--- config.mk ---
export PLATFORM = sky130hd
export DESIGN_NAME = rx_ctrl
export DESIGN_NICKNAME = d
export VERILOG_FILES = /design/src/rtl/rx_ctrl_pkg.sv /design/src/rtl/rx_ctrl_tmo.sv /design/src/rtl/rx_ctrl.sv
export SDC_FILE = /design/constraint.sdc
export NUM_CORES = 1
export LEC_CHECK = 0
export CAP_MARGIN = 20
export CORE_ASPECT_RATIO = 1.75
export CORE_MARGIN = 4
export CORE_UTILIZATION = 40
export DETAILED_ROUTE_END_ITERATION = 8
export PLACE_DENSITY_LB_ADDON = 0.15
export SLEW_MARGIN = 20
export SYNTH_ARGS = -nofsm -noshare
export SYNTH_HDL_FRONTEND = slang
export SYNTH_SLANG_ARGS = --single-unit
--- constraint.sdc ---
create_clock -name clk -period 2.3 [get_ports clk]
set_input_delay 0.575 -clock clk [delete_from_list [all_inputs] [get_ports clk]]
set_output_delay 0.575 -clock clk [all_outputs]
set_load 0.02 [all_outputs]
--- src/rtl/rx_ctrl_pkg.sv ---
// rx_ctrl shared declarations: FSM encoding and default field widths.
// Imported by rx_ctrl and rx_ctrl_tmo.
package rx_ctrl_pkg;

  localparam int NB_PKG_W_DEF = 8;
  localparam int TMO_W_DEF    = 20;

  typedef enum logic [2:0] {
    IDLE   = 3'd0,
    ARM    = 3'd1,
    SEARCH = 3'd2,
    READ   = 3'd3,
    WAIT   = 3'd4,
    CHECK  = 3'd5
  } state_t;

endpackage

--- src/rtl/rx_ctrl_tmo.sv ---
// Access-address search timeout down-counter for rx_ctrl.
// A load value of 0 disables expiry for that receive.
module rx_ctrl_tmo
  import rx_ctrl_pkg::*;
#(
  parameter int TMO_W = TMO_W_DEF
) (
  input  logic             clk,
  input  logic             rst,
  input  logic             i_load,
  input  logic [TMO_W-1:0] i_val,
  input  logic             i_dec,
  output logic             o_expire
);

  logic [TMO_W-1:0] r_cnt;
  logic             r_act;

  always_ff @(posedge clk or posedge rst) begin
    if (rst) begin
      r_cnt <= '0;
      r_act <= 1'b0;
    end else if (i_load) begin
      r_cnt <= i_val;
      r_act <= (i_val != '0);
    end else if (i_dec && r_act && (r_cnt != '0)) begin
      r_cnt <= r_cnt - 1'b1;
    end
  end

  // Expire on the search cycle that would take the count to zero.
  assign o_expire = i_dec && r_act && (r_cnt == TMO_W'(1));

endmodule

--- src/rtl/rx_ctrl.sv ---
// rx_ctrl: receive sequencer between RX datapath FIFO and a byte consumer.
// Define RX_CTRL_TIMEOUT_EN to enable the access-address search timeout.
module rx_ctrl
  import rx_ctrl_pkg::*;
#(
  parameter int NB_PKG_W = NB_PKG_W_DEF,
  parameter int TMO_W    = TMO_W_DEF
) (
  input  logic                clk,
  input  logic                rst,
  input  logic                cmd_start,
  input  logic                cmd_abort,
  input  logic [NB_PKG_W-1:0] cfg_nb_pkg,
  input  logic [TMO_W-1:0]    cfg_tmo,
  output logic                rx_start,
  output logic                rx_en,
  input  logic                rx_aa_found,
  input  logic                rx_empty,
  input  logic                rx_crc_valid,
  output logic                rx_rd_en,
  input  logic [7:0]          rx_data,
  output logic [7:0]          out_data,
  output logic                out_valid,
  input  logic                out_ready,
  output logic                busy,
  output logic                done,
  output logic                crc_ok,
  output logic                tmo,
  output logic [NB_PKG_W-1:0] byte_cnt
);

  state_t              r_state;
  logic [NB_PKG_W-1:0] r_nb;
  logic [NB_PKG_W-1:0] r_cnt;
  logic                r_pend;
  logic                r_zero;
  logic [7:0]          r_data;
  logic                r_valid;
  logic                r_done;
  logic                r_crc_ok;
  logic                w_rd;
  logic                w_expire;
  logic                w_abort;

  assign w_abort = cmd_abort && (r_state != IDLE);

  assign w_rd = (r_state == READ) && !rx_empty && !r_valid
             && !r_pend && (r_cnt < r_nb) && !cmd_abort;

`ifdef RX_CTRL_TIMEOUT_EN
  logic r_tmo;

  rx_ctrl_tmo #(
    .TMO_W (TMO_W)
  ) u_tmo (
    .clk      (clk),
    .rst      (rst),
    .i_load   ((r_state == IDLE) && cmd_start),
    .i_val    (cfg_tmo),
    .i_dec    (r_state == SEARCH),
    .o_expire (w_expire)
  );

  assign tmo = r_tmo;
`else
  logic w_unused_tmo;
  assign w_unused_tmo = ^cfg_tmo;
  assign w_expire     = 1'b0;
  assign tmo          = 1'b0;
`endif

  always_ff @(posedge clk or posedge rst) begin
    if (rst) begin
      r_state  <= IDLE;
      r_nb     <= '0;
      r_cnt    <= '0;
      r_pend   <= 1'b0;
      r_zero   <= 1'b0;
      r_data   <= '0;
      r_valid  <= 1'b0;
      r_done   <= 1'b0;
      r_crc_ok <= 1'b0;
`ifdef RX_CTRL_TIMEOUT_EN
      r_tmo    <= 1'b0;
`endif
    end else begin
      r_done <= 1'b0;
      if (w_abort) begin
        r_state  <= IDLE;
        r_valid  <= 1'b0;
        r_pend   <= 1'b0;
        r_crc_ok <= 1'b0;
      end else begin
        unique case (r_state)
          IDLE: if (cmd_start) begin
            r_state  <= ARM;
            r_nb     <= cfg_nb_pkg;
            r_cnt    <= '0;
            r_zero   <= 1'b0;
            r_crc_ok <= 1'b0;
`ifdef RX_CTRL_TIMEOUT_EN
            r_tmo    <= 1'b0;
`endif
          end
          ARM: r_state <= SEARCH;
          SEARCH: begin
            if (rx_aa_found) begin
              r_zero  <= (r_nb == '0);
              r_state <= (r_nb == '0) ? CHECK : READ;
            end else if (w_expire) begin
`ifdef RX_CTRL_TIMEOUT_EN
              r_tmo   <= 1'b1;
`endif
              r_done  <= 1'b1;
              r_state <= IDLE;
            end
          end
          READ: if (w_rd) begin
            r_pend  <= 1'b1;
            r_state <= WAIT;
          end
          // First WAIT cycle captures the FIFO byte; later ones hold it.
          WAIT: begin
            if (r_pend) begin
              r_data  <= rx_data;
              r_valid <= 1'b1;
              r_pend  <= 1'b0;
              r_cnt   <= r_cnt + 1'b1;
            end else if (r_valid && out_ready) begin
              r_valid <= 1'b0;
              r_state <= (r_cnt < r_nb) ? READ : CHECK;
            end
          end
          CHECK: begin
            r_crc_ok <= rx_crc_valid && !r_zero;
            r_done   <= 1'b1;
            r_state  <= IDLE;
          end
          default: r_state <= IDLE;
        endcase
      end
    end
  end

  assign rx_start  = (r_state == ARM);
  assign rx_en     = (r_state != IDLE) && (r_state != ARM);
  assign busy      = (r_state != IDLE);
  assign rx_rd_en  = w_rd;
  assign out_data  = r_data;
  assign out_valid = r_valid;
  assign done      = r_done;
  assign crc_ok    = r_crc_ok;
  assign byte_cnt  = r_cnt;

endmodule

=== Word level (Yosys, flattened, before mapping) ===
Cells that the tools add are included.

* Register bits: 32
* Bits in latches: 0
* Memory bits (writable): 0
* Bits in read-only memories: 0
* Input bits: 44
* Output and inout bits: 24
* Memories kept: 0

* Add/sub/neg operators: 1
* $mul: 0
* Divide/modulo/power cells: 0
* Order comparisons: 1
* Eq/ne operators: 14
* Shifts and indexed selects: 0
* Mux-type cells: 26
* Bitwise operators: 1
* Reduce and logical (&&, ||, !) cells: 31

{| class="wikitable"
|+ Operators by type and width
! cell !! number
|-
| $mux 3 || 8
|-
| $mux 8 || 2
|-
| $pmux 8 s2 || 1
|-
| $ne 3x3->1 const B || 5
|-
| $pmux 3 s5 || 1
|-
| $reduce_bool 3->1 || 4
|-
| $mux 1 || 11
|-
| $logic_and 1x1->1 || 9
|-
| $add 8x1->8 const B || 1
|-
| $logic_not 8->1 || 1
|-
| $lt 8x8->1 || 1
|-
| $reduce_and 4->1 || 2
|-
| $eq 3x2->1 const B || 2
|-
| $eq 3x3->1 const B || 2
|-
| $ne 2x2->1 const B || 3
|-
| $pmux 1 s2 || 3
|-
| $reduce_and 2->1 || 3
|-
| $reduce_and 3->1 || 2
|-
| $reduce_bool 2->1 || 3
|-
| $logic_not 1->1 || 5
|-
| $reduce_and 5->1 || 1
|-
| $eq 3x1->1 const B || 1
|-
| $logic_not 3->1 || 1
|-
| $ne 3x1->1 const B || 1
|-
| $not 1->1 || 1
|}

=== Depth between registers and ports, before layout ===
Gate-level depths: netlist (run 1).

* Depth after elaboration: 9
* Depth in mapped cells: 7

=== Least setup slack after synthesis (run 1) ===
OpenSTA, ideal clock, no wires.

* Path type: register to output
* Start point: register r_cnt[2], in the netlist byte_cnt[2]
* End point: output port rx_rd_en
* Data arrival time: 1.907 ns
* Data required time: 1.725 ns
* Path slack: -0.182 ns
* Cell stages (with the launch flop): 6
* Cell sequence: dfrtp_1 ha_1 a211oi_1 o21ai_2 a21o_1 nor3_1

* Longest elaborated chain between the ends: 3

{| class="wikitable"
|+ Ends and longest elaborated chain
! item !! RTL line !! source
|-
| start: declaration || rx_ctrl.sv:34 || <nowiki>logic [NB_PKG_W-1:0] r_cnt;</nowiki>
|-
| start signal: assignment || rx_ctrl.sv:128 || <nowiki>r_cnt <= r_cnt + 1'b1;</nowiki>
|-
| $lt 8x8->1 || rx_ctrl.sv:48 || <nowiki>&& !r_pend && (r_cnt < r_nb) && !cmd_abort;</nowiki>
|-
| $logic_and 1x1->1 (2 in series) || rx_ctrl.sv:48 ||
|-
| end: declaration || rx_ctrl.sv:20 || <nowiki>output logic rx_rd_en,</nowiki>
|}

No other way between the ends.

=== Worst setup path in the final report (run 1) ===
* Start point: register r_nb[2]
* End point: output port rx_rd_en

* Longest elaborated chain between the ends: 3

{| class="wikitable"
|+ Ends and longest elaborated chain
! item !! RTL line !! source
|-
| start: declaration || rx_ctrl.sv:33 || <nowiki>logic [NB_PKG_W-1:0] r_nb;</nowiki>
|-
| start signal: assignment || rx_ctrl.sv:97 || <nowiki>r_nb <= cfg_nb_pkg;</nowiki>
|-
| $lt 8x8->1 || rx_ctrl.sv:48 ||
|-
| $logic_and 1x1->1 (2 in series) || rx_ctrl.sv:48 ||
|}

No other way between the ends.

==> flow_summary.yaml, run 1 <==
synthesis:
  synth_largest_area_cell: "dfrtp_1"
  synth_edf_count: 0
  ys_warn_count: 0
  syn_nets: 233
  ys_seq_area_share_pct: 43.39
  async_flop_share_pct: 100.0
  synth_cell_types: 48
  synth_area_leaders: "dfrtp_1 (43%), mux2_2 (6.7%), ha_1 (5.4%), nand2_1 (3.9%), o21ai_0 (3.3%)"
  syn_area_um2: 1846
  avgSynthCellArea_um2: 10.20
  ys_ff_latch: 32
  ys.flop_type: "dfrtp_1"
  synthCells: 181
  yosysTopAreaCellShare_pct: 43.39
clocking:
  htreeDepth: 2
  insertion_delay_ns: 0.28
  cts.sinks: 32
  cts_tree: "yes"
  cts.clk_slew.worst_paths_ns: 0.07
  cts_hold_buf: 0
  clk_path_buf_depth: 2
  cts-root-buf: "clkbuf_8"
  numCtsBuffers: 5
worst_setup_path:
  worst_r2r_endpoint: "r_state[2]$_DFFE_PP0P_"
  cp-start-kind: "register"
  cpPeakStageDelay_ns: 0.39
  crit_required_ns: 1.73
  reg2regPathDepth: 9
  cp-endpoint: "rx_rd_en"
  critPathSlowestCell: "dfrtp_1"
  r2r_setup_slack_ns: 0.25
  crit_chain: "inv_2, ha_4, a211oi_4, o21ai_2, a21o_1, nor3_4, buf_6"
  critPathCaptureType: "output pin"
  cp-startpoint: "r_nb[2]$_DFFE_PP0P_"
  timing.rr.start: "byte_cnt[5]$_DFFE_PP0P_"
  arrival_ns: 1.80
  crit_type: "reg2out"
  crit_fanout: 2
grt:
  grt_use_total_pct: 19.01
  grt_max_degree: 33
  antenna_found_initial: 0
  overflow: 0
  grt_pass1_vias: 1902
  grt_pass1_wl_um: 8542
sta:
  fmax_mhz: 421.7
  min_period_ns: 2.371
  fin_skew_ns: 0.004771
  finalCritPeriodShare_pct: 103.1
  setup_ws_ns: -0.07137
  tns_ns: -0.07137
  hold_ws_ns: 0.5036
  finalSetupViolations: 1
  hold_viol: 0
  rsz0062_at_grt: "yes"
  finalMaxSlewViolations: 0
placement:
  place_inst: 306
  port_buffers: 46
  gp_congestion: 0.9449
  dp_hpwl_um: 3895
final_layout:
  n_antenna_cell: 0
  fill_cells: 360
  area_growth_pct: 52.27
  drive_above_1_share_pct: 31.23
  multiInputGateArea_um2: 1005
  instances_no_fill: 320
  seqCellArea_um2: 800.8
  nets: 320
detailed_routing:
  wire_per_inst_um: 16.09
  via_per_inst: 5.359
  vias: 1715
  wl_met2_um: 2935
  routed-wl-met3_um: 184
  dr.pass1.iters: 4
  ant_nets: 0
  drc: 0
  routed.top_layer: "met4"
  finalWirelength_um: 5148
  first_iter_violations: 70
  routedLengthMet1_um: 1841
pwr:
  vdd_drop_max_v: 0.0006470
  p_leak_nw: 1.312
  p_per_area_nw_per_um2: 890.6
  finalPower_mw: 2.503
run_status:
  status: "complete, but fails checks"
  violations: "negative setup slack"
floorplanning:
  ios: 68
  initial_core_util_pct: 41.53
  die_w_um: 59.35
  die_h_um: 97.86
  rows: 32
  coreArea_um2: 4444
  die_area_um2: 5807
hold_path:
  hp-class: "reg2reg"
run:
  drv_cap: 0
## final cells by class
class                   instances  area share, %
multi-input cells             125          35.75
flip-flops and latches         32          28.50
repair buffers                 88          28.14
clock buffers                   8          3.206
well taps                      51          2.271
inverters                      16          2.137
## power breakdown
part / internal [mW] / switching, mW / total, mW
Clock: 0.244 / 0.200 / 0.444
Sequential: 0.677 / 0.0843 / 0.762
Combinational: 0.640 / 0.657 / 1.30
## cell usage in the layout (no fill, tap or decap), types with 3 or more instances in the layout
master and instances:
mux2_2 11, ha_4 3, nor2_1 11, buf_4 41, inv_1 12, xor2_1 6, a21oi_1 3, clkbuf_8 6
nand2_1 19, ha_1 4, clkdlybuf4s50_1 43, o211ai_1 3, o21ai_0 12, inv_2 4, dfrtp_1 32, nand4_1 6
## registers in the layout, summed over array words and instances, names as in the netlist
signal	flops
r_zero	1
r_pend	1
done	1
out_valid	1
crc_ok	1
byte_cnt	8
r_nb	8
out_data	8
r_state	3
## logic make-up (layout without fill, tap and decap cells)
family	after synthesis	in the layout	synth area share, %
mux	13	13	7.797
fa+ha+maj	8	8	5.424
other cells	1	1	0.2032
buf+inv	24	112	6.440
simple gates	59	59	19.80
flops	32	32	43.39
xor+xnor	6	6	2.847
compound gates	38	38	14.10
## worst max-delay path, delay by kind of cell (launching register included)
family / cells / cell delay [ns]
AOI/OAI and AO/OA: 3 / 0.54
adders and majority gates: 1 / 0.22
buffers and inverters: 2 / 0.23
DFF: 1 / 0.39
and+or+nand+nor: 1 / 0.13
## how the worst min path moves through the flow
stage	from	to	slack (ns)	cells after the start
finish	crc_ok$_DFFE_PP0P_	crc_ok$_DFFE_PP0P_	0.50	1
floorplan	r_zero$_DFFE_PP0P_	r_zero$_DFFE_PP0P_	0.49	2
global route	crc_ok$_DFFE_PP0P_	crc_ok$_DFFE_PP0P_	0.52	1
detailed placement	crc_ok$_DFFE_PP0P_	crc_ok$_DFFE_PP0P_	0.49	1
CTS	crc_ok$_DFFE_PP0P_	crc_ok$_DFFE_PP0P_	0.51	1
global placement	crc_ok$_DFFE_PP0P_	crc_ok$_DFFE_PP0P_	0.48	1
## routing by layer
| layer | vias up | track usage, % |
|---|---|---|
| met5 | - | 0 |
| met2 | 48 | 34.54 |
| met3 | 15 | 3.042 |
| met1 | 835 | 19.78 |
| met4 | 0 | 9.773 |
| li1 | 817 | - |
## through the flow
step / cell area, µm² / setup slack, ns / util (%)
finish: 2810 / -0.07137 / 63.23
global route: 2810 / -0.1570 / 63.23
CTS: 2783 / -0.02775 / 62.61
detailed placement: 2605 / -0.5862 / 58.61
global placement: 2605 / -0.5623 / 58.61
floorplan: 1857 / 0.02636 / -
## cells in the mapped netlist (2+ instances only)
cell type / number
dfrtp_1: 32
nand2_1: 19
inv_1: 16
o21ai_0: 12
mux2_2: 11
nor2_1: 11
ha_1: 8
nand4_1: 6
xor2_1: 6
a21oi_1: 5
buf_4: 3
nor3_1: 3
o211ai_1: 3
a21o_1: 2
a22oi_1: 2
a32o_1: 2
and3_1: 2
buf_2: 2
buf_6: 2
mux2i_1: 2
nand3_1: 2
nor2_2: 2
nor4_4: 2
o22ai_1: 2
## repair_timing
item	CTS	global route
endpoints found under the hold margin	0	0
setup endpoints to repair	1	2
pin swaps	11	3
gates resized for setup	18	3
cloned	0	0
buffers inserted	4	2
Power figures use the tool's default switching activity.
==> inputs of run 2 (changes only) <==
--- a/config.mk
+++ b/config.mk
@@ -7,7 +7,6 @@
 export LEC_CHECK = 0
 export CAP_MARGIN = 20
 export CORE_ASPECT_RATIO = 1.75
-export CORE_MARGIN = 4
 export CORE_UTILIZATION = 40
 export DETAILED_ROUTE_END_ITERATION = 8
 export PLACE_DENSITY_LB_ADDON = 0.15
==> constraint.sdc (replaced) <==
create_clock -name clk -period 2 [get_ports clk]
set_input_delay 0.5 -clock clk [delete_from_list [all_inputs] [get_ports clk]]
set_output_delay 0.5 -clock clk [all_outputs]
set_load 0.02 [all_outputs]
==> run 2 against run 1 <==
Against the previous run: the flow still finishes with violations (negative setup slack); register-to-register slack got worse by 0.07 ns; non-clock buffer count fell by 11; die area fell by 16%; clock-buffer cell count fell by 3; sequential power rose by 16%; combinational power barely moved; power rose by 11%; cell count fell by 3.4%; via count fell by 2.9%; sequential share of layout area rose by 1.0 points; critical path depth fell by 1; highest routed layer unchanged.
==> flow_summary.yaml, run 2 (same netlist as run 1, synthesis figures left out) <==
detailed_routing:
  routedLengthMet1_um: 1721
  first_iter_violations: 19
  ant_nets: 0
  via_per_inst: 5.392
  drc: 0
  routed-wl-met3_um: 151
  wl_met2_um: 2883
  routed.top_layer: "met4"
  dr.pass1.iters: 4
  finalWirelength_um: 4949
  wire_per_inst_um: 16.02
  vias: 1666
sta:
  fmax_mhz: 439.8
  min_period_ns: 2.274
  finalCritPeriodShare_pct: 113.7
  setup_ws_ns: -0.2736
  tns_ns: -0.2736
  hold_viol: 0
  rsz0062_at_grt: "yes"
  finalMaxSlewViolations: 0
  fin_skew_ns: 0.006021
  finalSetupViolations: 1
  hold_ws_ns: 0.5057
clocking:
  cts.clk_slew.worst_paths_ns: 0.07
  clk_path_buf_depth: 2
  numCtsBuffers: 5
  insertion_delay_ns: 0.29
  cts_tree: "yes"
  cts_setup_buffers: 0
  cts.sinks: 32
  cts_hold_buf: 0
  htreeDepth: 2
  cts-root-buf: "clkbuf_8"
worst_setup_path:
  cpPeakStageDelay_ns: 0.43
  critPathSlowestCell: "dfrtp_2"
  arrival_ns: 1.77
  cp-start-kind: "register"
  cp.depth: 6
  r2r_setup_slack_ns: 0.18
  worst_r2r_endpoint: "r_state[2]$_DFFE_PP0P_"
  reg2regPathDepth: 8
  crit_chain: "ha_4, a211oi_2, o21ai_2, a21o_1, nor3_4, buf_6"
  crit_fanout: 3
  path_buf_inv: 1
  critPathCaptureType: "output pin"
  timing.rr.start: "r_nb[1]$_DFFE_PP0P_"
  crit_required_ns: 1.50
  cp-startpoint: "byte_cnt[2]$_DFFE_PP0P_"
  cp-endpoint: "rx_rd_en"
  path_delay_family: "compound AO/OA/AOI/OAI gates"
  crit_type: "reg2out"
hold_path:
  hp-class: "reg2reg"
placement:
  dp_hpwl_um: 3948
  gp_congestion: 0.7970
  place_ws_ns: -0.7163
  port_buffers: 46
grt:
  overflow: 0
  grt_max_degree: 33
  grt_use_total_pct: 23.14
  antenna_found_initial: 0
  grt_pass1_wl_um: 7962
  grt_pass1_vias: 1730
final_layout:
  drive_above_1_share_pct: 27.91
  area_growth_pct: 47.59
  fill_cells: 398
  n_antenna_cell: 0
  layout_common_cells: "clkdlybuf4s50_1 (42), dfrtp_1 (30), buf_4 (30)"
  final_common_cell: "clkdlybuf4s50_1"
  final_core_util_pct: 61.85
  nets: 309
floorplanning:
  initial_core_util_pct: 41.90
  ios: 68
  die_h_um: 91.86
  coreArea_um2: 4404
  rows: 32
  die_w_um: 53.35
  die_area_um2: 4900
pwr:
  vdd_drop_max_v: 0.0008600
  finalPower_mw: 2.781
  p_leak_nw: 1.259
  p_sw_share_pct: 37.65
  intPower_mw: 1.734
  clkPwrFrac_pct: 22.5
  p_per_area_nw_per_um2: 1021
  p_seq_share_pct: 31.9
  combPwrFrac_pct: 45.7
  p_switching_mw: 1.047
run:
  drv_cap: 0
run_status:
  violations: "negative setup slack"
  status: "complete, but fails checks"
[run 2: cell count changes in the layout (fill, tap and decap cells not counted), moves of 2 or more]
cell,change
dfrtp_1,-2
buf_4,-11
dfrtp_2,+2
ha_1,+2
inv_2,-3
inv_1,+3
clkbuf_1,-2
[run 2: area by class of cell]
type | count | area [µm²] | share of cell area, %
Multi-Input combinational cell | 125 | 980.9 | 36.01
Tap cell | 51 | 63.81 | 2.343
Timing Repair Buffer | 77 | 704.4 | 25.86
Clock buffer | 5 | 68.82 | 2.526
Clock inverter | 3 | 42.54 | 1.562
Inverter | 16 | 60.06 | 2.205
Sequential cell | 32 | 803.3 | 29.49
[run 2: what timing repair did]
item | in CTS | in global routing
pin swaps | 1 | 2
hold endpoints to repair | 0 | 0
gates resized for setup | 12 | 4
setup endpoints to repair | 4 | 2
[run 2: worst min path at each step]
stage,slack (ns),cells after the start,from,end
finish,0.51,1,crc_ok$_DFFE_PP0P_,crc_ok$_DFFE_PP0P_
CTS,0.51,1,crc_ok$_DFFE_PP0P_,crc_ok$_DFFE_PP0P_
global route,0.52,1,out_data[1]$_DFFE_PP0P_,out_data[1]$_DFFE_PP0P_
global placement,0.48,1,crc_ok$_DFFE_PP0P_,crc_ok$_DFFE_PP0P_
floorplan,0.49,2,r_zero$_DFFE_PP0P_,r_zero$_DFFE_PP0P_
detailed placement,0.49,1,crc_ok$_DFFE_PP0P_,crc_ok$_DFFE_PP0P_
[run 2: metal layers]
metal	track usage, %	vias up
met3	3.980	14
met5	0	-
met1	22.01	816
met4	10.09	0
li1	-	791
met2	44.38	45
[run 2: through the flow]
| stage | instances | cell area [µm²] |
|---|---|---|
| floorplan | 181 | 1876 |
| global placement | 301 | 2586 |
| detailed placement | 301 | 2586 |
| CTS | 309 | 2703 |
| global route | 309 | 2724 |
| finish | 309 | 2724 |
[run 2: power by group through the flow]
stage          clock network [mW]  registers, mW  logic (mW)
2_1_floorplan                   0          0.926       0.724
3_3_place_gp                    0          0.882        1.25
3_5_place_dp                    0          0.893        1.28
4_1_cts                     0.639          0.883        1.27
5_1_grt                     0.658          0.900        1.39
6_report                    0.624          0.886        1.27
